### src/rtl/riscv_pkg.sv
// Shared RISC-V encodings used by the execute-stage branch logic.
package riscv_pkg;

  localparam logic [6:0] OP_BRANCH = 7'b1100011;
  localparam logic [6:0] OP_JAL    = 7'b1101111;
  localparam logic [6:0] OP_JALR   = 7'b1100111;

  localparam logic [2:0] F3_BEQ  = 3'b000;
  localparam logic [2:0] F3_BNE  = 3'b001;
  localparam logic [2:0] F3_BLT  = 3'b100;
  localparam logic [2:0] F3_BGE  = 3'b101;
  localparam logic [2:0] F3_BLTU = 3'b110;
  localparam logic [2:0] F3_BGEU = 3'b111;

endpackage

### src/rtl/sat_counter.sv
// Up/down saturating counter with synchronous clear; one BHT entry.
module sat_counter #(
  parameter int CTR_W    = 2,
  parameter int CTR_INIT = 1
) (
  input  logic             clk,
  input  logic             rst_n,
  input  logic             en_i,
  input  logic             inc_i,
  input  logic             clear_i,
  output logic [CTR_W-1:0] ctr_o
);

  localparam logic [CTR_W-1:0] CTR_MAX  = '1;
  localparam logic [CTR_W-1:0] CTR_RST  = CTR_W'(CTR_INIT);

  logic [CTR_W-1:0] ctr_q, ctr_d;

  // NOTE: ctr_d gets its hold value first so no path through this block infers a latch.
  always_comb begin
    ctr_d = ctr_q;
    if (clear_i) begin
      ctr_d = CTR_RST;
    end else if (en_i) begin
      if (inc_i && ctr_q != CTR_MAX) begin
        ctr_d = ctr_q + CTR_W'(1);
      end else if (!inc_i && ctr_q != '0) begin
        ctr_d = ctr_q - CTR_W'(1);
      end
    end
  end

  // NOTE: state registers use non-blocking assignments so every flop samples pre-edge values.
  always_ff @(posedge clk or negedge rst_n) begin
    if (!rst_n) begin
      ctr_q <= CTR_RST;
    end else begin
      ctr_q <= ctr_d;
    end
  end

  assign ctr_o = ctr_q;

endmodule

### src/rtl/branch_unit_bht.sv
// Execute-stage branch resolution with a PC-indexed table of saturating counters.
module branch_unit_bht
  import riscv_pkg::*;
#(
  parameter int XLEN        = 32,
  parameter int BHT_ENTRIES = 64,
  parameter int CTR_W       = 2,
  parameter int CTR_INIT    = 1,
  parameter int PERF_W      = 32
) (
  input  logic              clk,
  input  logic              rst_n,
  input  logic [XLEN-1:0]   pred_pc,
  output logic              pred_taken,
  input  logic              ex_valid,
  input  logic [XLEN-1:0]   ex_pc,
  input  logic [6:0]        ex_opcode,
  input  logic [2:0]        ex_funct3,
  input  logic [XLEN-1:0]   ex_rs1,
  input  logic [XLEN-1:0]   ex_rs2,
  input  logic              ex_pred_taken,
  output logic              pcsel,
  output logic              mispredict,
  input  logic              bht_flush,
  output logic [PERF_W-1:0] perf_branches,
  output logic [PERF_W-1:0] perf_mispredicts
);

  localparam int IDX_W = $clog2(BHT_ENTRIES);

  logic [IDX_W-1:0] pred_idx, ex_idx;
  logic [CTR_W-1:0] ctr [BHT_ENTRIES];

  logic eq, lt, br_legal, br_taken, is_jump, train, mispredict_d;
  logic mispredict_q;
  logic [PERF_W-1:0] perf_branches_q, perf_branches_d;
  logic [PERF_W-1:0] perf_mispredicts_q, perf_mispredicts_d;

  assign pred_idx = pred_pc[IDX_W+1:2];
  assign ex_idx   = ex_pc[IDX_W+1:2];

  // Word-offset and high PC bits play no part in indexing.
  logic unused_pc_bits;
  assign unused_pc_bits = ^{pred_pc[XLEN-1:IDX_W+2], pred_pc[1:0],
                            ex_pc[XLEN-1:IDX_W+2], ex_pc[1:0]};

  // funct3[1] separates the unsigned compares (BLTU/BGEU) from the signed ones.
  always_comb begin
    eq       = (ex_rs1 == ex_rs2);
    lt       = ex_funct3[1] ? (ex_rs1 < ex_rs2) : ($signed(ex_rs1) < $signed(ex_rs2));
    br_legal = (ex_opcode == OP_BRANCH) && (ex_funct3[2:1] != 2'b01);
    is_jump  = (ex_opcode == OP_JAL) || (ex_opcode == OP_JALR);
    br_taken = 1'b0;
    if (br_legal) begin
      case (ex_funct3)
        F3_BEQ:           br_taken = eq;
        F3_BNE:           br_taken = !eq;
        F3_BLT, F3_BLTU:  br_taken = lt;
        F3_BGE, F3_BGEU:  br_taken = !lt;
        default:          br_taken = 1'b0;
      endcase
    end
  end

  assign pcsel        = ex_valid && (br_taken || is_jump);
  assign train        = ex_valid && br_legal;
  assign mispredict_d = train && (br_taken != ex_pred_taken);

  // NOTE: the table is built from individually reset flops rather than a RAM, so reset and flush can clear every entry at once.
  for (genvar i = 0; i < BHT_ENTRIES; i++) begin : g_bht
    sat_counter #(
      .CTR_W    (CTR_W),
      .CTR_INIT (CTR_INIT)
    ) u_ctr (
      .clk     (clk),
      .rst_n   (rst_n),
      .en_i    (train && !bht_flush && (ex_idx == IDX_W'(i))),
      .inc_i   (br_taken),
      .clear_i (bht_flush),
      .ctr_o   (ctr[i])
    );
  end

  assign pred_taken = ctr[pred_idx][CTR_W-1];

  // Flush only touches the table; statistics keep counting through it.
  always_comb begin
    perf_branches_d    = perf_branches_q;
    perf_mispredicts_d = perf_mispredicts_q;
    if (train)        perf_branches_d    = perf_branches_q + PERF_W'(1);
    if (mispredict_d) perf_mispredicts_d = perf_mispredicts_q + PERF_W'(1);
  end

  always_ff @(posedge clk or negedge rst_n) begin
    if (!rst_n) begin
      mispredict_q       <= 1'b0;
      perf_branches_q    <= '0;
      perf_mispredicts_q <= '0;
    end else begin
      mispredict_q       <= mispredict_d;
      perf_branches_q    <= perf_branches_d;
      perf_mispredicts_q <= perf_mispredicts_d;
    end
  end

  assign mispredict       = mispredict_q;
  assign perf_branches    = perf_branches_q;
  assign perf_mispredicts = perf_mispredicts_q;

endmodule

### config.mk
export PLATFORM = sky130hd
export DESIGN_NAME = branch_unit_bht
export DESIGN_NICKNAME = d
export VERILOG_FILES = /design/src/rtl/riscv_pkg.sv /design/src/rtl/sat_counter.sv /design/src/rtl/branch_unit_bht.sv
export SDC_FILE = /design/constraint.sdc
export NUM_CORES = 1
export LEC_CHECK = 0
export ABC_AREA = 1
export BUFFER_PORTS_ARGS = -buffer_cell sky130_fd_sc_hd__clkbuf_2
export CAP_MARGIN = 5
export CELL_PAD_IN_SITES_DETAIL_PLACEMENT = 1
export CELL_PAD_IN_SITES_GLOBAL_PLACEMENT = 1
export CORE_ASPECT_RATIO = 1.2
export CORE_UTILIZATION = 40
export DETAILED_ROUTE_END_ITERATION = 10
export GPL_TIMING_DRIVEN = 0
export PLACE_DENSITY = 0.77
export SLEW_MARGIN = 10
export SYNTH_ARGS = -nofsm -noshare
export SYNTH_HDL_FRONTEND = slang
export SYNTH_SLANG_ARGS = --single-unit
### constraint.sdc
create_clock -name clk -period 3.3 [get_ports clk]
set_input_delay 0.33 -clock clk [delete_from_list [all_inputs] [get_ports clk]]
set_output_delay 0.33 -clock clk [all_outputs]
set_load 0.005 [all_outputs]
==> results of run 1 <==
==> placed cells by master (no fill, tap or decap), types with 4 or more instances in the layout <==
master	n
nand2_1	403
o21ai_1	13
o221ai_1	4
nor4_1	10
ha_1	34
nor3_2	8
xnor2_1	10
buf_4	5
clkbuf_1	27
buf_2	19
nand3b_1	11
a21oi_1	150
dfrtp_1	129
dfstp_2	64
nor2_2	5
inv_6	5
nand4_1	21
nor3_1	12
o211ai_1	6
o221a_2	5
clkbuf_2	155
clkbuf_16	17
o21ai_0	151
nand3_1	171
nor2_1	264
a21oi_2	10
xor2_1	19
inv_1	269
==> where the power goes <==
group / leakage [uW] / total [uW] / switching, uW / internal, uW
sequential: 0.00243 / 2380 / 6.85 / 2370
combinational: 0.00446 / 412 / 275 / 137
clock: 0.000287 / 2220 / 1050 / 1170
==> layer usage <==
layer | routed length (um) | part of all wire [%]
met2 | 21500 | 50
met1 | 18200 | 42
met3 | 1990 | 4.6
met4 | 1420 | 3.3
met5 | 0 | 0
==> final cells by class <==
cell class / count / area share, %
plain buffers: 56 / 1.89
clock buffers: 19 / 3.10
clock inverters: 13 / 1.02
inverters: 274 / 7.04
multi-input cells: 1326 / 44.1
flip-flops and latches: 193 / 33.6
well taps: 401 / 3.43
repair buffers: 158 / 5.81
==> per-stage QoR <==
step	total power (uW)	hold WS [ps]	setup TNS (ps)
after detailed placement	2840	193	0
final	5010	263	0
after CTS	5060	261	0
after floorplan	2610	34.4	0
after global routing	5170	286	0
after global placement	2820	480	-335650
==> flip-flops by register name, summed over array words and instances, names as in the netlist <==
signal             flops
perf_branches         32
perf_mispredicts      32
mispredict             1
g_bht.u_ctr.ctr_o    128
==> logic make-up after synthesis <==
logic type | after synthesis
AOI/OAI and AO/OA | 350
xor gates and xnor gates | 29
adders and majority gates | 34
buffers and inverters | 330
DFF | 193
and+or+nand+nor | 913
==> what timing repair did <==
item                       in CTS  in global routing
gates resized for setup         0                  2
hold buffers                    1                  0
hold endpoints to repair       10                  0
setup endpoints to repair       0                  1
==> final timing paths <==
| check | endpoint | slack [ps] | cells past startpoint |
|---|---|---|---|
| max | pred_taken | 260 | 10 |
| min | perf_branches[29] | 260 | 4 |
| max in group asynchronous | g_bht[7].u_ctr.ctr_o[0] | 2280 | 3 |
| min reg2reg | g_bht[3].u_ctr.ctr_o[0] | 500 | 2 |
| max reg2reg | perf_mispredicts[30] | 660 | 14 |
| min in group asynchronous | g_bht[45].u_ctr.ctr_o[1] | 280 | 2 |
==> worst min-delay path, stage by stage <==
cell	delay [ps]
clkbuf_2	90
nand3_1	80
inv_1	100
o21ai_0	80
==> results_dict.tcl, run 1 <==
set metrics [dict create \
    status "finished, final reports clean" \
    grtUsageMet2_pct 48.1 \
    hp-class "in2reg" \
    core_sq_um 31300 \
    power_density_nw_per_um2 342 \
    synth_most_common_cell "nand2_1" \
    clk_pin_slew_ps 80 \
    rsz0062_at_grt "no" \
    synth_top_family_by_area "simple AND/OR/NAND/NOR gates" \
    fmax_mhz 328 \
    drive_gt1_share_pct 15.7 \
    grt-busiest-layer "met2" \
    regArea_sq_um 4910 \
    drtPass1Iterations 5 \
    hold_viol_final 0 \
    synth_area_sq_um 12700 \
    portBuffers 155 \
    ys_async_sr_fraction_pct 100 \
    syn-num-nets 2026 \
    r2r-start "perf_mispredicts[0]" \
    cp.arrival_ps 2710 \
    synth_compound_area_share_pct 15.0 \
    start_util_pct 40.5 \
    clock_skew_ps 9.24 \
    postCtsSetupBuffers 0 \
    synthSimpleGateAreaFrac_pct 30.6 \
    cts_buffers 17 \
    ys_ff_latch 193 \
    grt_overflow_total 0 \
    first_iter_violations 748 \
    maxSlewViolCount 0 \
    path_cells "clkbuf_2 -> inv_1 -> clkbuf_1 -> o21ai_0 -> a21oi_1 -> o311ai_0 -> o21ai_0 -> o211ai_1 -> o21ai_0 -> clkbuf_2" \
    cts_tree "built" \
    gp_congestion 0.905 \
    yosysTopAreaCell "dfrtp_1" \
    grt_pass1_vias 13500 \
    max_stage_delay_ps 530 \
    cp-end-kind "output port" \
    die_w_um 164 \
    die_h_um 197 \
    timing.final.crit_share_pct 92.3 \
    synthMuxAreaShare_pct 0 \
    ys_top_cells_by_area "dfrtp_1, dfstp_2, nand2_1, inv_1, nor2_1" \
    clock_latency_ps 470 \
    required_ps 2970 \
    startpoint "pred_pc[2]" \
    max_cap_violations 0 \
    fill_cells 4141 \
    ant_nets 0 \
    stdcell_area_sq_um 14600 \
    vias_per_cell 5.41 \
    ys_seq_area_share_pct 38.8 \
    routedWlPerCell_um 17.7 \
    placedCellCount 2407 \
    startpoint_type "input port" \
    antenna-diode-count 0 \
    path_class "in2out" \
    final_nets 2203 \
    synth-edff-count 0 \
    clockRootBuffer "clkbuf_16" \
    grt_pass1_wl_mm 69.2 \
    setup_viol 0 \
    vias 13200 \
    clk_path_buf_depth 2 \
    leakagePower_uw 0.00718 \
    drt_wl_total_mm 43.1 \
    grt_util_all_layers_pct 27.4 \
    clock-sinks 193 \
    syn-mean-instance-area_sq_um 6.85 \
    min-delay-start "ex_valid" \
    syn2layout_area_growth_pct 15.4 \
    synth_ff_type "dfrtp_1" \
    crit_slowest_cell "o311ai_0" \
    ir_worst_vdd_mv 0.320 \
    final_cells 2440 \
    setup_ws_ps 255 \
    synthAdderAreaFrac_pct 3.36 \
    syn_inst 1849 \
    antenna_found_initial 0 \
    critPathBufInv 4 \
    post_dp_cell_area_sq_um 14000 \
    dp_slack_ps 120 \
    globalRouteMet1Util_pct 33.1 \
    min_period_ps 3040 \
    relSlewSlack_pct 43.4 \
    tightest_slew_ps 849 \
    dp_hpwl_mm 32.1 \
    synth_xor_xnor_area_share_pct 2.01 \
    yosys_warnings 0 \
    ios 210 \
    rows 71 \
    multi_input_area_sq_um 6450 \
    worst_path_most_repeated_cell "o21ai_0" \
    path_max_fanout 10 \
    final_util_pct 46.8 \
    grt_max_degree 96 \
    htree_levels 4 \
    die_area_sq_um 32400 \
    ys_types 45 \
    grtUsageMet3_pct 4.15 \
    post-route-drc-count 0 \
    synthTopCellsByCount "nand2_1, inv_1, nor2_1" \
    synth_top_area_share_pct 25.5 \
    crit_family "compound AO/OA/AOI/OAI gates" \
]
(Power assumes the default switching activity.)
==> inputs of run 2 (changes only) <==
Settings changed: CORE_UTILIZATION 40 to 44, PLACE_DENSITY 0.77 to 0.83.
==> run 2 against run 1 <==
Compared with the run above: via count up 0.16%; highest routed layer unchanged; clock power up 4%; sequential power about the same; power up 1.6%; global-route usage up 3.0 points; sequential share of layout area about the same; clock skew up 2.7 ps; combinational power down 1%; clock-buffer cell count unchanged.
==> results_dict.tcl, run 2 (synthesis gave the netlist of run 1 again) <==
set metrics [dict create \
    status "finished, final reports clean" \
    cts_buffers 17 \
    path_class "in2out" \
    final_cell_mix "nand2_1, inv_1, nor2_1, nand3_1, clkbuf_2" \
    start_util_pct 45.1 \
    worst_path_most_repeated_cell "o21ai_0" \
    hp-class "in2reg" \
    maxSlewViolCount 0 \
    die_area_sq_um 29500 \
    clock_skew_ps 11.9 \
    path_cells "clkbuf_1 -> inv_1 -> clkbuf_1 -> o21ai_0 -> a21oi_1 -> o311ai_0 -> o21ai_0 -> o211ai_1 -> o21ai_0 -> clkbuf_2" \
    htree_levels 4 \
    post_dp_cell_area_sq_um 14000 \
    grt_pass1_vias 13700 \
    post-route-drc-count 0 \
    cts_tree "built" \
    clock_latency_ps 450 \
    clk_path_buf_depth 2 \
    grt_pass1_wl_mm 69.9 \
    max_stage_delay_ps 470 \
    drt_wl_total_mm 43.1 \
    clock-sinks 193 \
    ant_nets 0 \
    final_nets 2203 \
    max_cap_violations 0 \
    relSlewSlack_pct 50.6 \
    startpoint_type "input port" \
    timing.final.crit_share_pct 91.9 \
    grt_util_all_layers_pct 30.4 \
    fill_cells 3745 \
    startpoint "pred_pc[2]" \
    portBuffers 155 \
    min_delay_worst_endpoint "perf_branches[29]" \
    stdcell_area_sq_um 14600 \
    core_sq_um 28100 \
    holdWs_ps 264 \
    final_cells 2420 \
    drive_gt1_share_pct 15.8 \
    ir_worst_vdd_mv 0.239 \
    r2r-start "perf_mispredicts[0]" \
    worstRegToRegCells 14 \
    die_w_um 157 \
    final_util_pct 52.1 \
    mostFrequentLayoutCell "nand2_1" \
    power_density_nw_per_um2 347 \
    fmax_mhz 330 \
    min_period_ps 3030 \
    antenna_found_initial 1 \
    clockRootBuffer "clkbuf_16" \
    vias_per_cell 5.46 \
    grt_max_degree 94 \
    die_h_um 188 \
    postCtsSetupBuffers 0 \
    rsz0062_at_grt "no" \
    cp-end-kind "output port" \
    hold_viol_final 0 \
    routedWlPerCell_um 17.8 \
    leakagePower_uw 0.00720 \
    min-delay-start "ex_valid" \
    cp.arrival_ps 2700 \
    dp_hpwl_mm 32.3 \
    drtPass1Iterations 6 \
    ios 210 \
    largest_reg_flops 128 \
    holdPathStages 4 \
    tightest_slew_ps 741 \
    gp_congestion 0.918 \
    grt_overflow_total 0 \
    vias 13200 \
    path_max_fanout 10 \
    crit_slowest_cell "o311ai_0" \
    clk_pin_slew_ps 70 \
    setup_viol 0 \
    r2r-end "perf_mispredicts[30]" \
    required_ps 2970 \
    placedCellCount 2385 \
    syn2layout_area_growth_pct 15.6 \
    setup_tns_ps 0 \
    first_iter_violations 707 \
    r2r_setup_slack_ps 640 \
    rows 67 \
]
run 2: routing by layer:
| layer | wire length (um) | global-route usage (%) |
|---|---|---|
| met1 | 17600 | 35.5 |
| met3 | 2030 | 5.06 |
| met2 | 22000 | 54.4 |
| met4 | 1500 | 12.5 |
| met5 | 0 | 0 |
run 2: worst max-delay path by stage:
stage | end | slack [ps] | depth (start not counted)
floorplan | pcsel | 850 | 16
global placement | perf_mispredicts[12] | -2160 | 1
detailed placement | pcsel | 220 | 18
CTS | pcsel | 210 | 18
global route | pcsel | 9 | 18
finish | pred_taken | 270 | 10
run 2: report_power, final:
part / leakage, uW / internal [uW] / switching, uW
combinational: 0.00446 / 137 / 271
sequential: 0.00243 / 2370 / 6.77
clock: 0.000309 / 1310 / 986
total: 0.00720 / 3820 / 1260
run 2: layout make-up:
class | instances | area (sq um) | area share (%)
clock buffer | 19 | 453 | 3.09
tap | 379 | 474 | 3.24
buffer | 56 | 275 | 1.88
inverter | 274 | 1030 | 7.03
antenna | 2 | 5.00 | 0.0342
multi-input combinational | 1326 | 6460 | 44.1
sequential | 193 | 4910 | 33.5
timing repair buffer | 158 | 850 | 5.80
clock inverter | 13 | 185 | 1.26
run 2: metrics by stage:
stage,setup WS (ps),power (uW)
2_1_floorplan,848,2610
3_3_place_gp,-2160,2810
3_5_place_dp,222,2830
4_1_cts,213,5130
5_1_grt,8.65,5270
6_report,267,5080
run 2: timing repair:
item | in CTS | in global routing
hold buffers | 1 | 0
resized for setup | 0 | 3
endpoints found under the setup margin | 0 | 1
endpoints found under the hold margin | 7 | 0
run 2: worst max-delay path, delay by kind of cell:
kind | cells | cell delay (ps)
AOI/OAI and AO/OA | 6 | 1370
buffers and inverters | 4 | 1000
